### src/rtl/quad_dec_pkg.sv
// Shared definitions for the quadrature decoder: register map, bit positions,
// reset constants and the Gray-code step classifier.
package quad_dec_pkg;

    localparam logic [1:0] ADDR_COUNT   = 2'd0;
    localparam logic [1:0] ADDR_STATUS  = 2'd1;
    localparam logic [1:0] ADDR_CONTROL = 2'd2;
    localparam logic [1:0] ADDR_ID      = 2'd3;

    localparam int STATUS_DIR_BIT = 0;
    localparam int STATUS_ERR_BIT = 1;
    localparam int STATUS_IDX_BIT = 2;

    localparam int CTRL_EN_BIT      = 0;
    localparam int CTRL_INV_BIT     = 1;
    localparam int CTRL_CLR_IDX_BIT = 2;

    localparam logic [2:0]  CTRL_RESET       = 3'b001;
    localparam logic [2:0]  STATUS_RESET     = 3'b000;
    localparam logic [31:0] DEFAULT_BLOCK_ID = 32'h5AFE_0001;

    typedef enum logic [1:0] {
        STEP_NONE    = 2'd0,
        STEP_FWD     = 2'd1,
        STEP_REV     = 2'd2,
        STEP_ILLEGAL = 2'd3
    } step_e;

    // Position of an {A,B} pair along the forward Gray cycle 00,01,11,10.
    function automatic logic [1:0] gray_pos(input logic [1:0] ab);
        logic [1:0] pos;
        case (ab)
            2'b00:   pos = 2'd0;
            2'b01:   pos = 2'd1;
            2'b11:   pos = 2'd2;
            2'b10:   pos = 2'd3;
            default: pos = 2'd0;
        endcase
        return pos;
    endfunction

    // A distance of 2 along the cycle means both channels moved at once.
    function automatic step_e classify_step(input logic [1:0] prev_ab,
                                            input logic [1:0] cur_ab);
        logic [1:0] delta;
        step_e      step;
        delta = gray_pos(cur_ab) - gray_pos(prev_ab);
        case (delta)
            2'd0:    step = STEP_NONE;
            2'd1:    step = STEP_FWD;
            2'd3:    step = STEP_REV;
            default: step = STEP_ILLEGAL;
        endcase
        return step;
    endfunction

endpackage

### src/rtl/quad_dec_filter.sv
// Two-flop synchroniser followed by a stable-count glitch filter: the output
// follows the synchronised input only after FILTER_LEN equal samples.
module quad_dec_filter #(
    parameter int FILTER_LEN = 4
) (
    input  logic clock,
    input  logic reset,
    input  logic raw,
    output logic filt
);

    localparam int                 CNT_W    = (FILTER_LEN > 1) ? $clog2(FILTER_LEN) : 1;
    localparam logic [CNT_W-1:0]   CNT_LAST = CNT_W'(FILTER_LEN - 1);
    localparam logic [CNT_W-1:0]   CNT_ZERO = {CNT_W{1'b0}};
    localparam logic [CNT_W-1:0]   CNT_ONE  = CNT_W'(1);

    logic             sync1_r;
    logic             sync2_r;
    logic             filt_r;
    logic [CNT_W-1:0] stable_cnt_r;

    // Synchroniser chain for the asynchronous encoder pin.
    always_ff @(posedge clock) begin
        if (reset) begin
            sync1_r <= 1'b0;
            sync2_r <= 1'b0;
        end else begin
            sync1_r <= raw;
            sync2_r <= sync1_r;
        end
    end

    // Counts consecutive samples that disagree with the filtered value; any
    // agreeing sample restarts the count, so short glitches never propagate.
    always_ff @(posedge clock) begin
        if (reset) begin
            filt_r       <= 1'b0;
            stable_cnt_r <= CNT_ZERO;
        end else if (sync2_r == filt_r) begin
            stable_cnt_r <= CNT_ZERO;
        end else if (stable_cnt_r == CNT_LAST) begin
            filt_r       <= sync2_r;
            stable_cnt_r <= CNT_ZERO;
        end else begin
            stable_cnt_r <= stable_cnt_r + CNT_ONE;
        end
    end

    assign filt = filt_r;

endmodule

### src/rtl/quad_dec_counter.sv
// Avalon-MM quadrature decoder: filtered A/B/index inputs, 4x decode into a
// signed position counter, sticky status flags and a four-word register map.
module quad_dec_counter
    import quad_dec_pkg::*;
#(
    parameter int          COUNT_W    = 32,
    parameter int          FILTER_LEN = 4,
    parameter logic [31:0] BLOCK_ID   = DEFAULT_BLOCK_ID
) (
    input  logic        clock,
    input  logic        reset,
    input  logic [1:0]  address,
    input  logic        read,
    input  logic        write,
    input  logic [31:0] writedata,
    output logic [31:0] readdata,
    input  logic        enc_a,
    input  logic        enc_b,
    input  logic        enc_i
);

    localparam logic [COUNT_W-1:0] COUNT_ZERO = {COUNT_W{1'b0}};
    localparam logic [COUNT_W-1:0] COUNT_ONE  = COUNT_W'(1);

    logic               filt_a_s;
    logic               filt_b_s;
    logic               filt_i_s;
    logic [1:0]         cur_ab_s;
    step_e              step_s;
    logic               step_valid_s;
    logic               step_up_s;
    logic               illegal_s;
    logic               idx_rise_s;
    logic               wr_count_s;
    logic               wr_status_s;
    logic               wr_ctrl_s;
    logic [COUNT_W-1:0] count_nxt_s;
    logic               dir_nxt_s;
    logic [2:0]         status_nxt_s;
    logic [2:0]         ctrl_nxt_s;
    logic [31:0]        rd_mux_s;

    logic [1:0]         prev_ab_r;
    logic               prev_i_r;
    logic [COUNT_W-1:0] count_r;
    logic [2:0]         status_r;
    logic [2:0]         ctrl_r;
    logic [31:0]        readdata_r;

    quad_dec_filter #(.FILTER_LEN(FILTER_LEN)) u_filt_a (
        .clock (clock),
        .reset (reset),
        .raw   (enc_a),
        .filt  (filt_a_s)
    );

    quad_dec_filter #(.FILTER_LEN(FILTER_LEN)) u_filt_b (
        .clock (clock),
        .reset (reset),
        .raw   (enc_b),
        .filt  (filt_b_s)
    );

    quad_dec_filter #(.FILTER_LEN(FILTER_LEN)) u_filt_i (
        .clock (clock),
        .reset (reset),
        .raw   (enc_i),
        .filt  (filt_i_s)
    );

    assign cur_ab_s   = {filt_a_s, filt_b_s};
    assign step_s     = classify_step(prev_ab_r, cur_ab_s);
    assign illegal_s  = (step_s == STEP_ILLEGAL);
    assign idx_rise_s = filt_i_s & ~prev_i_r;

    // Bus write strobes per register.
    always_comb begin
        wr_count_s  = 1'b0;
        wr_status_s = 1'b0;
        wr_ctrl_s   = 1'b0;
        if (write) begin
            wr_count_s  = (address == ADDR_COUNT);
            wr_status_s = (address == ADDR_STATUS);
            wr_ctrl_s   = (address == ADDR_CONTROL);
        end else begin
            wr_count_s  = 1'b0;
            wr_status_s = 1'b0;
            wr_ctrl_s   = 1'b0;
        end
    end

    // Step direction after optional inversion.
    always_comb begin
        step_valid_s = 1'b0;
        step_up_s    = 1'b0;
        case (step_s)
            STEP_FWD: begin
                step_valid_s = 1'b1;
                step_up_s    = ~ctrl_r[CTRL_INV_BIT];
            end
            STEP_REV: begin
                step_valid_s = 1'b1;
                step_up_s    = ctrl_r[CTRL_INV_BIT];
            end
            default: begin
                step_valid_s = 1'b0;
                step_up_s    = 1'b0;
            end
        endcase
    end

    // Counter priority: host write, then index clear, then an enabled step.
    always_comb begin
        count_nxt_s = count_r;
        dir_nxt_s   = status_r[STATUS_DIR_BIT];
        if (wr_count_s) begin
            count_nxt_s = writedata[COUNT_W-1:0];
        end else if (idx_rise_s && ctrl_r[CTRL_CLR_IDX_BIT]) begin
            count_nxt_s = COUNT_ZERO;
        end else if (step_valid_s && ctrl_r[CTRL_EN_BIT]) begin
            count_nxt_s = step_up_s ? (count_r + COUNT_ONE) : (count_r - COUNT_ONE);
            dir_nxt_s   = step_up_s;
        end else begin
            count_nxt_s = count_r;
        end
    end

    // Sticky flags: a set event in the same cycle as a W1C keeps the bit high.
    always_comb begin
        status_nxt_s                 = status_r;
        status_nxt_s[STATUS_DIR_BIT] = dir_nxt_s;
        status_nxt_s[STATUS_ERR_BIT] = (status_r[STATUS_ERR_BIT]
                                        & ~(wr_status_s & writedata[STATUS_ERR_BIT]))
                                       | illegal_s;
        status_nxt_s[STATUS_IDX_BIT] = (status_r[STATUS_IDX_BIT]
                                        & ~(wr_status_s & writedata[STATUS_IDX_BIT]))
                                       | idx_rise_s;
    end

    // Control register keeps only its three defined bits.
    always_comb begin
        ctrl_nxt_s = ctrl_r;
        if (wr_ctrl_s) begin
            ctrl_nxt_s = writedata[2:0];
        end else begin
            ctrl_nxt_s = ctrl_r;
        end
    end

    // Read mux over current (pre-write) register contents.
    always_comb begin
        rd_mux_s = 32'h0000_0000;
        case (address)
            ADDR_COUNT:   rd_mux_s = 32'($signed(count_r));
            ADDR_STATUS:  rd_mux_s = {29'd0, status_r};
            ADDR_CONTROL: rd_mux_s = {29'd0, ctrl_r};
            ADDR_ID:      rd_mux_s = BLOCK_ID;
            default:      rd_mux_s = 32'h0000_0000;
        endcase
    end

    // Decoder history, counter, status and control state.
    always_ff @(posedge clock) begin
        if (reset) begin
            prev_ab_r <= 2'b00;
            prev_i_r  <= 1'b0;
            count_r   <= COUNT_ZERO;
            status_r  <= STATUS_RESET;
            ctrl_r    <= CTRL_RESET;
        end else begin
            prev_ab_r <= cur_ab_s;
            prev_i_r  <= filt_i_s;
            count_r   <= count_nxt_s;
            status_r  <= status_nxt_s;
            ctrl_r    <= ctrl_nxt_s;
        end
    end

    // Read data register holds its value until the next read.
    always_ff @(posedge clock) begin
        if (reset) begin
            readdata_r <= 32'h0000_0000;
        end else if (read) begin
            readdata_r <= rd_mux_s;
        end else begin
            readdata_r <= readdata_r;
        end
    end

    assign readdata = readdata_r;

endmodule

### config.mk
export PLATFORM = sky130hd
export DESIGN_NAME = quad_dec_counter
export DESIGN_NICKNAME = d
export VERILOG_FILES = /design/src/rtl/quad_dec_pkg.sv /design/src/rtl/quad_dec_filter.sv /design/src/rtl/quad_dec_counter.sv
export SDC_FILE = /design/constraint.sdc
export NUM_CORES = 1
export LEC_CHECK = 0
export ABC_CLOCK_PERIOD_IN_PS = 5750
export CAP_MARGIN = 5
export CORE_ASPECT_RATIO = 1.4
export CORE_MARGIN = 2
export CORE_UTILIZATION = 55
export DETAILED_ROUTE_END_ITERATION = 10
export GPL_TIMING_DRIVEN = 0
export MAX_ROUTING_LAYER = met4
export PLACE_DENSITY = 0.8
export RECOVER_POWER = 25
export SLEW_MARGIN = 25
export SYNTH_ARGS = -nofsm -noshare
export SYNTH_HDL_FRONTEND = slang
export SYNTH_SLANG_ARGS = --single-unit
### constraint.sdc
create_clock -name clock -period 5.75 [get_ports clock]
set_clock_uncertainty 0.1 [all_clocks]
set_input_delay 1.15 -clock clock [delete_from_list [all_inputs] [get_ports clock]]
set_output_delay 1.15 -clock clock [all_outputs]
set_load 0.01 [all_outputs]
# Yosys cells after proc, flatten, opt, wreduce, memory -nomap -nowiden
# Cells that the tools add are included.
dict set report word_totals {
  word_cells 89
  regBits 88
  output_inout_bits 32
}
dict set report classes {
  n_reduce_logical 15
  eq_ne 20
  muxes 13
  n_bitwise 16
  addsub 6
}
# op n
set op_table {}
lappend op_table {{two-way mux 32 bit} 4}
lappend op_table {{case mux 32 bit (4 select lines)} 1}
lappend op_table {{adder 32 x 1 -> 32 bit, second input constant} 1}
lappend op_table {{subtractor 32 x 1 -> 32 bit, second input constant} 1}
lappend op_table {{== test 2 bit, second input constant} 12}
lappend op_table {{case mux 2 bit (4 select lines)} 2}
lappend op_table {{== test 2 x 1 -> 1 bit, second input constant} 5}
lappend op_table {{NOT 1 bit} 9}
lappend op_table {{OR reduction 3 bit} 3}
lappend op_table {{zero test 2 bit} 4}
lappend op_table {{adder 2 x 1 -> 2 bit, second input constant} 3}
lappend op_table {{case mux 2 bit (3 select lines)} 1}
lappend op_table {{AND reduction 2 bit} 3}
lappend op_table {{AND 1 bit} 5}
lappend op_table {{two-way mux 1 bit} 4}
lappend op_table {{== test 1 bit} 3}
lappend op_table {{AND reduction 3 bit} 1}
lappend op_table {{nonzero test 3 bit} 1}
lappend op_table {{logical AND 1 bit} 2}
lappend op_table {{OR 1 bit} 2}
lappend op_table {{case mux 1 bit (2 select lines)} 1}
lappend op_table {{OR reduction 2 bit} 1}
lappend op_table {{subtractor 2 bit} 1}

# Logic depth before layout (Yosys ltp)
dict set report depth {
  depth_word 12
  depth_mapped 19
  mapped_depth_nobuf 18
}

# Hierarchy
# From an unflattened synthesis, not the netlist that was laid out.
dict set report hier_totals {
  cells_unflattened 666
  hier_area_um2 5435.2
}
# mod area_per_inst_um2 cells_each n_inst seq_area_each_um2
set by_module_without_submodules {}
lappend by_module_without_submodules {quad_dec_counter 4928.5 627 1 1461.4}
lappend by_module_without_submodules {quad_dec_filter 168.9 13 3 100.1}

# Worst setup path after synthesis
# OpenSTA, ideal clock, no wires.
dict set report synth_path {
  path_type {register -> register}
  from {register u_filt_a.filt_r, in the netlist u_filt_a.filt}
  to {register count_r[25]}
  slack_ps 1140
  arrival_time_ps 4382
  stages_incl_launch_ff 18
  t_required_ps 5522
  synth_period_minus_slack_ps 4610
  setup_ps 128
  cell_sequence {dfxtp_1 inv_1 ha_1 inv_1 ha_1 xor2_1 xnor2_1 xor2_1 nand2_1 ha_1 nand2_2 nor4_2 and2_2 a2111oi_2 or3_4 xnor2_1 a222oi_1 nor2_1}
}
dict set report synth_between {
  elab_chain_cells 11
}
# item line
set synth_lines {}
lappend synth_lines {{start: declaration} quad_dec_filter.sv:19} ;# logic filt_r;
lappend synth_lines {{start signal: assignment} quad_dec_filter.sv:42} ;# filt_r <= sync2_r;
lappend synth_lines {{== test 2 bit, or another cell as far along} quad_dec_pkg.sv:32} ;# case (ab)
lappend synth_lines {{case mux 2 bit (4 select lines) (*)} quad_dec_pkg.sv:32}
lappend synth_lines {{subtractor 2 bit (*)} quad_dec_pkg.sv:47} ;# delta = gray_pos(cur_ab) - gray_pos(prev_ab);
lappend synth_lines {{== test 2 bit, or another cell as far along} quad_dec_pkg.sv:48} ;# case (delta)
lappend synth_lines {{case mux 2 bit (3 select lines) (*)} quad_dec_pkg.sv:48}
lappend synth_lines {{== test 2 bit or == test 2 x 1 -> 1 bit (tied branches)} quad_dec_counter.sv:96} ;# case (step_s)
lappend synth_lines {{case mux 1 bit (2 select lines)} quad_dec_counter.sv:96}
lappend synth_lines {{two-way mux 32 bit} quad_dec_counter.sv:121} ;# count_nxt_s = step_up_s ? (count_r + COUNT_ONE) : (count_r - COUNT_ONE);
lappend synth_lines {{two-way mux 32 bit} quad_dec_counter.sv:120} ;# end else if (step_valid_s && ctrl_r[CTRL_EN_BIT]) begin
lappend synth_lines {{two-way mux 32 bit} quad_dec_counter.sv:118} ;# end else if (idx_rise_s && ctrl_r[CTRL_CLR_IDX_BIT]) begin
lappend synth_lines {{two-way mux 32 bit} quad_dec_counter.sv:116} ;# if (wr_count_s) begin
lappend synth_lines {{end signal: assignment} quad_dec_counter.sv:173} ;# count_r <= count_nxt_s;
lappend synth_lines {{end: declaration} quad_dec_counter.sv:45} ;# logic [COUNT_W-1:0] count_r;
# Mark *: on every way between the ends. The rest lies on a longest branch, timed or not. The select of a mux whose other input is x is not followed.
# A chain may end at the register's enable or synchronous reset.

# Worst setup path in the final report
dict set report layout_path {
  from {register u_filt_a.filt_r, in the netlist u_filt_a.filt}
  to {register count_r[31]}
}
# Same word-level chain as after synthesis.

==> reports/metrics.yaml <==
dr_total_vias: 5078
drc_errors: 0
die_area_um2: 10300
root_buffer: "clkbuf_16"
drt-wirelength-per-cell_um: 17.9
grtUsageMet2: 0.502
htree_levels: 3
routed_via_density: 6.07
critPathArrivalTime_ns: 4.98
ant_nets: 0
fin_tns_setup_ns: 0
hold_path.class: "register to register"
synth_seq_area_share: 0.337
syn_nets: 728
drt_iter0_markers: 311
cts_inserted_buffers: 9
syn_area_um2: 5230
final_cell_mix: "nor2_1, dfxtp_1, a21oi_1"
cpMaxStageDelayCell: "dfxtp_1"
worstSetupPathType: "register to register"
p_leak_nw: 2.66
area_growth_syn_to_layout_pct: 22.0
yosys_register_bits: 88
cts_resized: 0
std_cell_rows: 42
final_util: 0.681
synth_edf_count: 0
syn_inst: 639
grt_pass1_wl_um: 23500
diodes: 0
synth.distinct_cells: 61
final_common_cell: "nor2_1"
max_cap_violations: 0
grt-ovfl-total: 0
wl_um: 14900
power.share.sequential: 0.403
power_frac_comb: 0.254
path_clk_slew_ns: 0.07
netSwitchingFraction: 0.311
nets: 810
use_met3: 0.0423
p_int_mw: 1.12
cts_hold_buf: 0
crit_path_max_incr_delay_ns: 0.42
drive_gt1_frac: 0.0647
final_area_um2: 6370
worstSetupEndpointType: "register"
insertion_delay_ns: 0.34
avgSynthCellArea_um2: 8.18
die_y_um: 119
grt_max_degree: 25
setup_viol: 0
maxSlewHeadroom: 0.507
postCtsSetupRepairBufs: 0
slew_viol_final: 0
fp.dieW_um: 86.4
min_period_ns: 4.80
grt_use_met1: 0.343
finalCritPeriodShare: 0.835
grt_setup_unrepaired: "false"
cts_buffer_depth: 2
async_flop_share: 0
synthFlopType: "dfxtp_1"
placed_cell_area_um2: 6090
cts_tree: "done"
finalWeightedCongestion: 0.984
clockPowerShare: 0.343
post-place-cells: 820
grt_usage: 0.300
hpwl_um: 11300
dr.pass1.iters: 6
grt.busiest_layer: "met2"
io_buffers: 70
yosysWarnings: 0
tightest_slew_ns: 0.740
cts_sinks: 88
worst_ep_required_time_ns: 5.93
coreArea_um2: 9350
io_pins: 73
finalNonFillerCells: 836
hold_violations: 0
p_switching_mw: 0.505
crit_fanout: 24
antenna_found_initial: 0
floorplan.initialDensity: 0.559
max_clock_freq_mhz: 208
first_global_vias: 4882
cp_cell_sequence: "inv_1 > ha_1 > inv_1 > ha_1 > xor2_1 > xnor2_1 > xor2_1 > nand2_2 > buf_16 > ha_1 > a21oi_1 > o21ai_0 > a221oi_1 > nand2_1 > a21o_1 > a31oi_1 > xor2_1 > mux2_2 > nand2_1"
vdd_drop_max_uv: 133
status: "finished, final reports clean"
startpoint_type: "register"
power.density_nw_per_um2: 255
[per-layer routing]
metal,wire length (um),part of all wire,vias to the layer above
met2,7500,0.50,176
met4,727,0.049,0
li1,-,-,2454
met5,0,0,-
met1,5990,0.40,2395
met3,729,0.049,53
[synth_stat cells, drive strengths merged (3+ instances only)]
cell    number  area (um^2)
a211oi       7         62.6
a21o        12         90.1
a21oi       80          408
a221oi      15          138
a222oi       4         40.0
a22oi        5         37.5
a31oi        3         18.8
and2         3         20.0
and3         3         23.8
buf         11         52.6
clkbuf      26         97.6
dfxtp       88         1760
ha          47          588
inv         13         48.8
mux2i        5         50.1
nand2       44          168
nand3        6         30.0
nand4        9         56.3
nor2        95          357
nor2b       31          194
nor3        31          160
o211ai       4         30.0
o21a         4         30.0
o21ai       22          118
o21bai       5         41.3
o22ai        4         25.0
or3          5         36.3
xnor2       21          184
xor2        12          105
[layout make-up]
type,count,area [um^2]
clock buffer,10,229
fill,780,2980
sequential,88,1760
timing repair buffer,71,728
multi-input combinational,501,3270
clock inverter,6,50.0
tap,110,138
inverter,13,48.8
buffer,37,150
[kinds of logic after synthesis]
kind of cell,after synthesis,synth area share
AND/OR/NAND/NOR,233,0.209
AO/OA/AOI/OAI,180,0.230
flip-flops,88,0.337
buffers and inverters,50,0.0381
adder cells (fa/ha/maj),48,0.116
XOR/XNOR,33,0.0553
multiplexers,7,0.0139
[power by group through the flow]
stage          clock network [mW]  registers (mW)  logic, mW
2_1_floorplan                   0           0.664      0.288
3_3_place_gp                    0           0.667      0.402
3_5_place_dp                    0           0.668      0.407
4_1_cts                     0.562           0.654      0.410
5_1_grt                     0.587           0.657      0.448
6_report                    0.558           0.655      0.412
[through the flow]
| stage | power (mW) | hold WS (ns) | setup slack (ns) |
|---|---|---|---|
| 3_3_place_gp | 1.07 | 0.306 | 0.325 |
| 6_report | 1.62 | 0.320 | 0.948 |
| 5_1_grt | 1.69 | 0.346 | 0.623 |
| 3_5_place_dp | 1.07 | 0.319 | 0.982 |
| 2_1_floorplan | 0.952 | 0.297 | 1.14 |
| 4_1_cts | 1.63 | 0.329 | 0.938 |
[worst max-delay path, delay by kind of cell, from the launching register on]
kind,cells,cell delay (ns)
adder cells (fa/ha/maj),3,0.86
AO/OA/AOI/OAI,5,1.14
buffers and inverters,3,0.42
AND/OR/NAND/NOR,3,0.53
flip-flops,1,0.42
multiplexers,1,0.35
XOR/XNOR,4,0.91
[flip-flops by register name, summed over array words and instances (netlist names), 2 cells and up]
signal,flops
count_r,32
readdata,32
ctrl_r,3
status_r,3
prev_ab_r,2
u_filt_a.stable_cnt_r,2
u_filt_b.stable_cnt_r,2
u_filt_i.stable_cnt_r,2
[path summary, 6_finish.rpt]
path,startpoint,to,slack [ns],cells past startpoint
max,u_filt_a.filt$_SDFFE_PP0P_,count_r[31]$_SDFFE_PP0P_,0.95,19
min,u_filt_i.stable_cnt_r[0]$_SDFF_PP0_,u_filt_i.stable_cnt_r[0]$_SDFF_PP0_,0.32,1
max reg2reg,u_filt_a.filt$_SDFFE_PP0P_,count_r[31]$_SDFFE_PP0P_,0.95,19
min reg2reg,u_filt_i.stable_cnt_r[0]$_SDFF_PP0_,u_filt_i.stable_cnt_r[0]$_SDFF_PP0_,0.32,1
(Power assumes the default switching activity.)
